**src/rtl/alu_pkg.sv**
```systemverilog
// Shared definitions for the ALU arbiter: op codes, FSM states and the default width.
package alu_pkg;

    localparam int DEF_WIDTH = 8;

    localparam logic [2:0] OP_ADD     = 3'b000;
    localparam logic [2:0] OP_SHL     = 3'b001;
    localparam logic [2:0] OP_SHR     = 3'b010;
    localparam logic [2:0] OP_CNT     = 3'b011;
    localparam logic [2:0] OP_AND     = 3'b100;
    localparam logic [2:0] OP_OR      = 3'b101;
    localparam logic [2:0] OP_XOR     = 3'b110;
    localparam logic [2:0] OP_ILLEGAL = 3'b111;

    typedef enum logic [1:0] {
        ST_IDLE  = 2'd0,
        ST_ISSUE = 2'd1,
        ST_WAIT  = 2'd2,
        ST_RESP  = 2'd3
    } state_t;

    function automatic logic op_is_legal(input logic [2:0] op);
        return (op != OP_ILLEGAL);
    endfunction

endpackage

```
**src/rtl/rr_arb2.sv**
```systemverilog
// Two-way round-robin arbiter: a lone requester always wins, a tie goes to the pointer,
// and the pointer moves to the other requester after each accepted grant.
module rr_arb2 (
    input  logic       clk,
    input  logic       reset,
    input  logic [1:0] req,
    input  logic       advance,
    output logic [1:0] grant,
    output logic       ptr
);

    // One-hot grant from the current requests and pointer.
    always_comb begin
        grant = 2'b00;
        case (req)
            2'b01:   grant = 2'b01;
            2'b10:   grant = 2'b10;
            2'b11:   grant = ptr ? 2'b10 : 2'b01;
            default: grant = 2'b00;
        endcase
    end

    // Pointer update: after granting requester 0 point at 1, and vice versa.
    always_ff @(posedge clk) begin
        if (!reset) begin
            ptr <= 1'b0;
        end else if (advance && (grant != 2'b00)) begin
            ptr <= grant[0];
        end else begin
            ptr <= ptr;
        end
    end

endmodule

```
**src/rtl/alu_arbiter.sv**
```systemverilog
// Shares one clocked ALU between two requesters: round-robin accept, issue, wait out the
// ALU latency, then hold the result on the winner's response handshake.
module alu_arbiter
    import alu_pkg::*;
#(
    parameter int         WIDTH    = DEF_WIDTH,
    parameter int         ALU_LAT  = 1,
    parameter logic [2:0] IDLE_SEL = 3'b100
) (
    input  logic             clk,
    input  logic             reset,
    input  logic             req_valid_0,
    output logic             req_ready_0,
    input  logic [WIDTH-1:0] req_a_0,
    input  logic [WIDTH-1:0] req_b_0,
    input  logic [2:0]       req_op_0,
    input  logic             req_valid_1,
    output logic             req_ready_1,
    input  logic [WIDTH-1:0] req_a_1,
    input  logic [WIDTH-1:0] req_b_1,
    input  logic [2:0]       req_op_1,
    output logic             resp_valid_0,
    input  logic             resp_ready_0,
    output logic [WIDTH-1:0] resp_data_0,
    output logic             resp_err_0,
    output logic             resp_valid_1,
    input  logic             resp_ready_1,
    output logic [WIDTH-1:0] resp_data_1,
    output logic             resp_err_1,
    output logic [WIDTH-1:0] alu_a,
    output logic [WIDTH-1:0] alu_b,
    output logic [2:0]       alu_sel,
    input  logic [WIDTH-1:0] alu_result
);

    localparam int CW = (ALU_LAT < 1) ? 1 : $clog2(ALU_LAT + 1);
    localparam logic [CW-1:0] WAIT_LOAD = CW'(ALU_LAT - 1);

    state_t           state_r;
    logic             win_r;
    logic [CW-1:0]    wait_cnt_r;
    logic [WIDTH-1:0] alu_a_r;
    logic [WIDTH-1:0] alu_b_r;
    logic [2:0]       alu_sel_r;
    logic [WIDTH-1:0] data_r;
    logic             err_r;
    logic             resp_valid_0_r;
    logic             resp_valid_1_r;

    logic [1:0]       grant_s;
    logic             ptr_s;
    logic             accept_s;
    logic             win_s;
    logic             resp_fire_s;
    logic [WIDTH-1:0] sel_a_s;
    logic [WIDTH-1:0] sel_b_s;
    logic [2:0]       sel_op_s;

    // Accepts are only possible in IDLE and never while reset is held.
    assign accept_s    = reset && (state_r == ST_IDLE) && (req_valid_0 || req_valid_1);
    assign win_s       = (req_valid_0 && req_valid_1) ? ptr_s : req_valid_1;
    assign resp_fire_s = win_r ? resp_ready_1 : resp_ready_0;

    rr_arb2 u_rr_arb2 (
        .clk     (clk),
        .reset   (reset),
        .req     ({req_valid_1, req_valid_0}),
        .advance (accept_s),
        .grant   (grant_s),
        .ptr     (ptr_s)
    );

    assign req_ready_0  = accept_s && grant_s[0];
    assign req_ready_1  = accept_s && grant_s[1];
    assign resp_valid_0 = resp_valid_0_r;
    assign resp_valid_1 = resp_valid_1_r;
    assign resp_data_0  = data_r;
    assign resp_data_1  = data_r;
    assign resp_err_0   = err_r;
    assign resp_err_1   = err_r;
    assign alu_a        = alu_a_r;
    assign alu_b        = alu_b_r;
    assign alu_sel      = alu_sel_r;

    // Operand mux selecting the winning requester's operation.
    always_comb begin
        sel_a_s  = req_a_0;
        sel_b_s  = req_b_0;
        sel_op_s = req_op_0;
        if (win_s) begin
            sel_a_s  = req_a_1;
            sel_b_s  = req_b_1;
            sel_op_s = req_op_1;
        end else begin
            sel_a_s  = req_a_0;
            sel_b_s  = req_b_0;
            sel_op_s = req_op_0;
        end
    end

    // Control FSM with all ALU and response outputs registered.
    always_ff @(posedge clk) begin
        if (!reset) begin
            state_r        <= ST_IDLE;
            win_r          <= 1'b0;
            wait_cnt_r     <= {CW{1'b0}};
            alu_a_r        <= {WIDTH{1'b0}};
            alu_b_r        <= {WIDTH{1'b0}};
            alu_sel_r      <= IDLE_SEL;
            data_r         <= {WIDTH{1'b0}};
            err_r          <= 1'b0;
            resp_valid_0_r <= 1'b0;
            resp_valid_1_r <= 1'b0;
        end else begin
            case (state_r)
                ST_IDLE: begin
                    if (accept_s) begin
                        win_r <= win_s;
                        if (op_is_legal(sel_op_s)) begin
                            state_r   <= ST_ISSUE;
                            alu_a_r   <= sel_a_s;
                            alu_b_r   <= sel_b_s;
                            alu_sel_r <= sel_op_s;
                        end else begin
                            // Illegal ops bypass the ALU entirely.
                            state_r        <= ST_RESP;
                            data_r         <= {WIDTH{1'b0}};
                            err_r          <= 1'b1;
                            resp_valid_0_r <= ~win_s;
                            resp_valid_1_r <= win_s;
                        end
                    end
                end
                ST_ISSUE: begin
                    state_r    <= ST_WAIT;
                    wait_cnt_r <= WAIT_LOAD;
                end
                ST_WAIT: begin
                    if (wait_cnt_r == {CW{1'b0}}) begin
                        state_r        <= ST_RESP;
                        data_r         <= alu_result;
                        err_r          <= 1'b0;
                        resp_valid_0_r <= ~win_r;
                        resp_valid_1_r <= win_r;
                        alu_a_r        <= {WIDTH{1'b0}};
                        alu_b_r        <= {WIDTH{1'b0}};
                        alu_sel_r      <= IDLE_SEL;
                    end else begin
                        wait_cnt_r <= wait_cnt_r - CW'(1);
                    end
                end
                ST_RESP: begin
                    if (resp_fire_s) begin
                        state_r        <= ST_IDLE;
                        resp_valid_0_r <= 1'b0;
                        resp_valid_1_r <= 1'b0;
                    end
                end
                default: begin
                    state_r <= ST_IDLE;
                end
            endcase
        end
    end

endmodule

```
**config.mk**
```make
export PLATFORM = sky130hd
export DESIGN_NAME = alu_arbiter
export DESIGN_NICKNAME = d
export VERILOG_FILES = /design/src/rtl/alu_pkg.sv /design/src/rtl/rr_arb2.sv /design/src/rtl/alu_arbiter.sv
export SDC_FILE = /design/constraint.sdc
export NUM_CORES = 1
export LEC_CHECK = 0
export CELL_PAD_IN_SITES_DETAIL_PLACEMENT = 1
export CELL_PAD_IN_SITES_GLOBAL_PLACEMENT = 1
export CORE_MARGIN = 2
export CORE_UTILIZATION = 47
export CTS_BUF_LIST = sky130_fd_sc_hd__clkbuf_2
export DETAILED_ROUTE_END_ITERATION = 10
export DONT_BUFFER_PORTS = 1
export PLACE_DENSITY = 0.77
export SETUP_SLACK_MARGIN = 0.5
export SYNTH_ARGS = -nofsm -noshare
export SYNTH_HDL_FRONTEND = slang
export SYNTH_HIERARCHICAL = 1
export SYNTH_SLANG_ARGS = --single-unit
```
**constraint.sdc**
```tcl
create_clock -name clk -period 1.7 [get_ports clk]
set_input_delay 0.085 -clock clk [delete_from_list [all_inputs] [get_ports clk]]
set_output_delay 0.085 -clock clk [all_outputs]
set_load 0.03 [all_outputs]
```
==> reports/results.tsv, run 1 <==
stage	metric	value	unit
run_status	status	did not finish	
run_status	failing step	4_1_cts	
run_status	Error	[ERROR DPL-0033] detailed placement checks failed during check placement.	
clock_network	post_cts resized	35	
placement	DPL Wire Length	3140	µm
synthesis	share of synthesized flip-flops with an asynchronous set or reset	0	
clock_network	hold buffer count at cts	54	
synthesis	syn_nets	227	
floorplanning	Horiz. Die Dim	65.3	µm
clock_network	root buffer cell	clkbuf_2	
synthesis	Mapped Cells	171	
clock_network	cts bufs inserted	5	
floorplanning	initial core utilization	0.487	
synthesis	Synth Flop Type	dfxtp_1	
synthesis	Synth Warn #	6	
clock_network	# Post-CTS Setup Buffers	22	
floorplanning	Ports	93	
synthesis	top-area cell type share of the netlist area	0.385	
synthesis	Avg Cell Area, Syn	10.3	µm²
placement	Port Buffers	0	
placement	GPL Wtd Cong	0.798	
synthesis	synth top area cells	dfxtp_1 (38%), mux2i_1 (12%), o2bb2ai_2 (8.5%), nand2_1 (5.5%), buf_4 (4.7%)	
synthesis	EDFF count, synth	0	
floorplanning	FP Rows	22	
clock_network	clock tree buffer depth	2	
synthesis	Synth area leader	dfxtp_1	
clock_network	total number of H-tree levels	2	
synthesis	Yosys reg bits	34	
clock_network	clock sinks	34	
synthesis	synth unique cells	38	
synthesis	Cell Area, Synth	0.00177	mm²
floorplanning	Die H	65.3	µm
synthesis	sequential fraction of the synthesis area	0.385	
## cell families after synthesis
kind of cell | Yosys count | synth area share
AO/OA/AOI/OAI | 47 | 0.253
AND/OR/NAND/NOR | 41 | 0.126
flip-flops | 34 | 0.385
buffers and inverters | 23 | 0.0821
multiplexers | 22 | 0.125
adder cells (fa/ha/maj) | 4 | 0.0283
## metrics by stage
| stage | hold slack, ps | util | instance area, µm² | cells | setup WS (ps) |
|---|---|---|---|---|---|
| after floorplan | 227 | - | 1820 | 171 | 284 |
| after global placement | 226 | 0.512 | 1860 | 214 | 208 |
| after detailed placement | 228 | 0.512 | 1860 | 214 | 106 |
## synth_stat cells, types with 3 or more instances
cell / number
o2bb2ai_2: 10
o2bb2ai_1: 8
ha_1: 4
clkbuf_1: 3
inv_1: 5
and2_1: 3
o22ai_1: 8
dfxtp_1: 34
a21boi_0: 3
mux2i_1: 21
buf_4: 11
nand2_1: 26
==> run 2: changes to the inputs <==
==> config.mk (replaced) <==
export PLATFORM = sky130hd
export DESIGN_NAME = alu_arbiter
export DESIGN_NICKNAME = d
export VERILOG_FILES = /design/src/rtl/alu_pkg.sv /design/src/rtl/rr_arb2.sv /design/src/rtl/alu_arbiter.sv
export SDC_FILE = /design/constraint.sdc
export NUM_CORES = 1
export LEC_CHECK = 0
export CORE_MARGIN = 2
export CORE_UTILIZATION = 40
export DETAILED_ROUTE_END_ITERATION = 10
export DONT_BUFFER_PORTS = 1
export PLACE_DENSITY_LB_ADDON = 0.15
export SYNTH_ARGS = -nofsm -noshare
export SYNTH_HDL_FRONTEND = slang
export SYNTH_HIERARCHICAL = 1
export SYNTH_SLANG_ARGS = --single-unit
==> reports/results.tsv, run 2 <==
stage	metric	value	unit	change
run_status	status	complete, no violations		
detailed_routing	post-route ant nets	0		
floorplanning	Horiz. Die Dim	70.5	µm	+7.9%
floorplanning	initial core utilization	0.412		-0.0749
grt	first-pass GRT wire length	7260	µm	
detailed_routing	First-pass DRT Iterations	4		
timing	Final min period	1640	ps	
layout	FILL cells	366		
synthesis	Synth Warn #	6		unchanged
power	cell leakage power	1.02	nW	
detailed_routing	Routed Wire Length	4310	µm	
setup_path	Critical Path Sink	req_ready_1		
timing	Post-Route Setup TNS	0	ps	
synthesis	Post-Synth Adder-Cell Area	0.0283		unchanged
grt	antenna violations before repair	0		
setup_path	Critical Path RT	1620	ps	
synthesis	most frequent cell after synthesis	dfxtp_1		
synthesis	syn_nets	227		unchanged
synthesis	synth unique cells	38		unchanged
synthesis	Synth Area in XOR/XNOR	0		unchanged
grt	total track usage	0.182		
clock_network	clock tree buffer depth	2		unchanged
timing	# setup viols final	0		
layout	share of cells above drive strength 1	0.228		
setup_path	RR Endpoint	state_r[1]		
power	Cell Pwr Density	1140	mW/mm²	
detailed_routing	per-cell routed wire length	15.9	µm	
setup_path	CP max-delay cell	dfxtp_1		
clock_network	cts bufs inserted	5		unchanged
timing	Tcrit/Tclk final	0.964		
power	worst vdd ir	0.534	mV	
clock_network	root buffer cell	clkbuf_8		
clock_network	CTS tree	built		
placement	DPL Wire Length	2840	µm	-9.3%
detailed_routing	vias per cell	5.45		
setup_path	R2R Setup Slk	110	ps	
grt	vias in the first global route	1564		
hold_path	Worst Hold Class	input pin to register		
timing	pins over their slew limit	0		
setup_path	cells on worst reg2reg path	8		
floorplanning	Core ar.	0.00429	mm²	
synthesis	EDFF count, synth	0		unchanged
setup_path	Critical Path Start Type	register		
layout	Synth-to-Final Area Change	34.5	%	
flow_run	max-cap viol count	0		
power	Final Power	2.70	mW	
timing	Fin. Hold Viols	0		
setup_path	reg2reg start	state_r[1]		
floorplanning	Ports	93		unchanged
setup_path	crit-path max FO	5		
layout	Final #Nets	274		
clock_network	CTS clock-pin slew for the worst setup and hold paths	70	ps	
synthesis	Synth area leader	dfxtp_1		
setup_path	WS Path Type	register to primary output		
clock_network	later-pin clock latency in the skew report	280	ps	
layout	most frequent cells in the layout	dlygate4sd3_1 (41), dfxtp_1 (33), nand2_1 (26)		
timing	Least-Margin Pin Slew	797	ps	
synthesis	post-synthesis mux area share	0.125		unchanged
layout	commonest non-fill, non-tap cell in the layout	dlygate4sd3_1		
setup_path	crit path DAT	1550	ps	
timing	unrepaired setup endpoints after global routing	false		
synthesis	Mapped Cells	171		unchanged
timing	Worst slew margin	0.467		
detailed_routing	post-detailed-route DRC marker count	0		
layout	Antenna diodes	0		
floorplanning	Die H	70.5	µm	+7.9%
synthesis	share of synthesized flip-flops with an asynchronous set or reset	0		unchanged
synthesis	Yosys reg bits	34		unchanged
setup_path	critical path cell sequence	inv_1 -> ha_1 -> o211a_4 -> buf_4 -> and2_2		
floorplanning	FP Rows	24		+9.1%
placement	GPL Wtd Cong	0.870		+9.0%
detailed_routing	vias	1478		
synthesis	Synth Flop Type	dfxtp_1		
synthesis	Post-synth top cells	dfxtp_1 (34), nand2_1 (26), mux2i_1 (21), buf_4 (11), o2bb2ai_2 (10)		
timing	worst clock skew	8.63	ps	
setup_path	crit end category	primary output		
grt	largest net degree at the start of global routing	26		
placement	Port Buffers	0		unchanged
synthesis	Avg Cell Area, Syn	10.3	µm²	unchanged
synthesis	synth top area cells	dfxtp_1 (38%), mux2i_1 (12%), o2bb2ai_2 (8.5%), nand2_1 (5.5%), buf_4 (4.7%)		
clock_network	total number of H-tree levels	2		unchanged
synthesis	Cell Area, Synth	0.00177	mm²	unchanged
synthesis	Simple-Gate Fraction of Synth Area	0.126		unchanged
timing	f_max	610	MHz	
synthesis	sequential fraction of the synthesis area	0.385		unchanged
synthesis	main combinational cell family by area after synthesis	compound AO/OA/AOI/OAI gates		
synthesis	Synth Area in Compound Gates	0.253		unchanged
clock_network	clock sinks	34		unchanged
synthesis	top-area cell type share of the netlist area	0.385		unchanged
floorplanning	die area	0.00497	mm²	
grt	final global-route overflow total	0		
detailed_routing	DRT iter0 DRCs	75		
setup_path	crit path from	state_r[1]		
setup_path	Worst path max stage delay	390	ps	
[run 2: worst min path at each step]
stage | start | endpoint | slack, ps | depth (start not counted)
after global routing | req_b_1[7] | alu_b[7] | 10 | 2
after CTS | req_a_0[0] | alu_a[0] | 0.6 | 2
after global placement | reset | resp_err_0 | 220 | 1
after detailed placement | reset | win_r | 230 | 1
after floorplan | reset | u_rr_arb2/ptr | 230 | 1
final | req_a_0[0] | alu_a[0] | 2 | 2
[run 2: cell families (layout without fill, tap and decap cells)]
group	count (synthesis)	after routing
buffers and inverters	23	71
AOI/OAI and AO/OA	47	47
and+or+nand+nor	41	41
adders and majority gates	4	4
muxes	22	22
DFF	34	34
[run 2: cell type report]
| cell class | instances | area, µm² | share of cell area |
|---|---|---|---|
| multi-input cells | 114 | 953 | 0.401 |
| flip-flops and latches | 34 | 682 | 0.287 |
| repair buffers | 58 | 563 | 0.237 |
| clock buffers | 6 | 82.6 | 0.0347 |
| well taps | 52 | 65.1 | 0.0274 |
| inverters | 5 | 18.8 | 0.00789 |
| clock inverters | 2 | 12.5 | 0.00526 |
[run 2: report_power, final]
group / switching, mW / internal [mW] / total [mW]
registers: 0.306 / 0.937 / 1.24
clock network: 0.287 / 0.325 / 0.612
logic: 0.442 / 0.406 / 0.848
[run 2: per-layer routing]
metal,wire [µm],global-route usage,share of wire,vias up
li1,-,-,-,705
met1,1730,0.201,0.40,706
met2,2240,0.326,0.52,62
met3,294,0.0563,0.068,5
met4,44,0.0620,0.010,0
met5,0,0,0,-
[run 2: metrics by stage]
step,hold WS [ps],utilization,worst slack [ps],cells,area [µm²]
after global placement,224,0.433,165,222,1860
after global routing,11.5,0.554,12.7,271,2380
after detailed placement,234,0.433,57.6,222,1860
after floorplan,227,-,154,171,1770
final,1.58,0.554,61.6,271,2380
after CTS,0.556,0.551,1.60,271,2370
[run 2: worst max-delay path: cells and delay by family, from the launching register on]
kind,cells,cell delay [ps]
buffers and inverters,2,230
AOI/OAI and AO/OA,1,180
and+or+nand+nor,1,250
adders and majority gates,1,220
DFF,1,390
[run 2: timing repair]
item / in CTS / in global routing
gates cloned: 0 / 0
endpoints found under the setup margin: 2 / 11
resized for setup: 2 / 3
hold endpoints to repair: 31 / 0
setup buffers: 0 / 0
hold buffers: 41 / 0
Note: power is estimated with default switching activity, not from simulation.
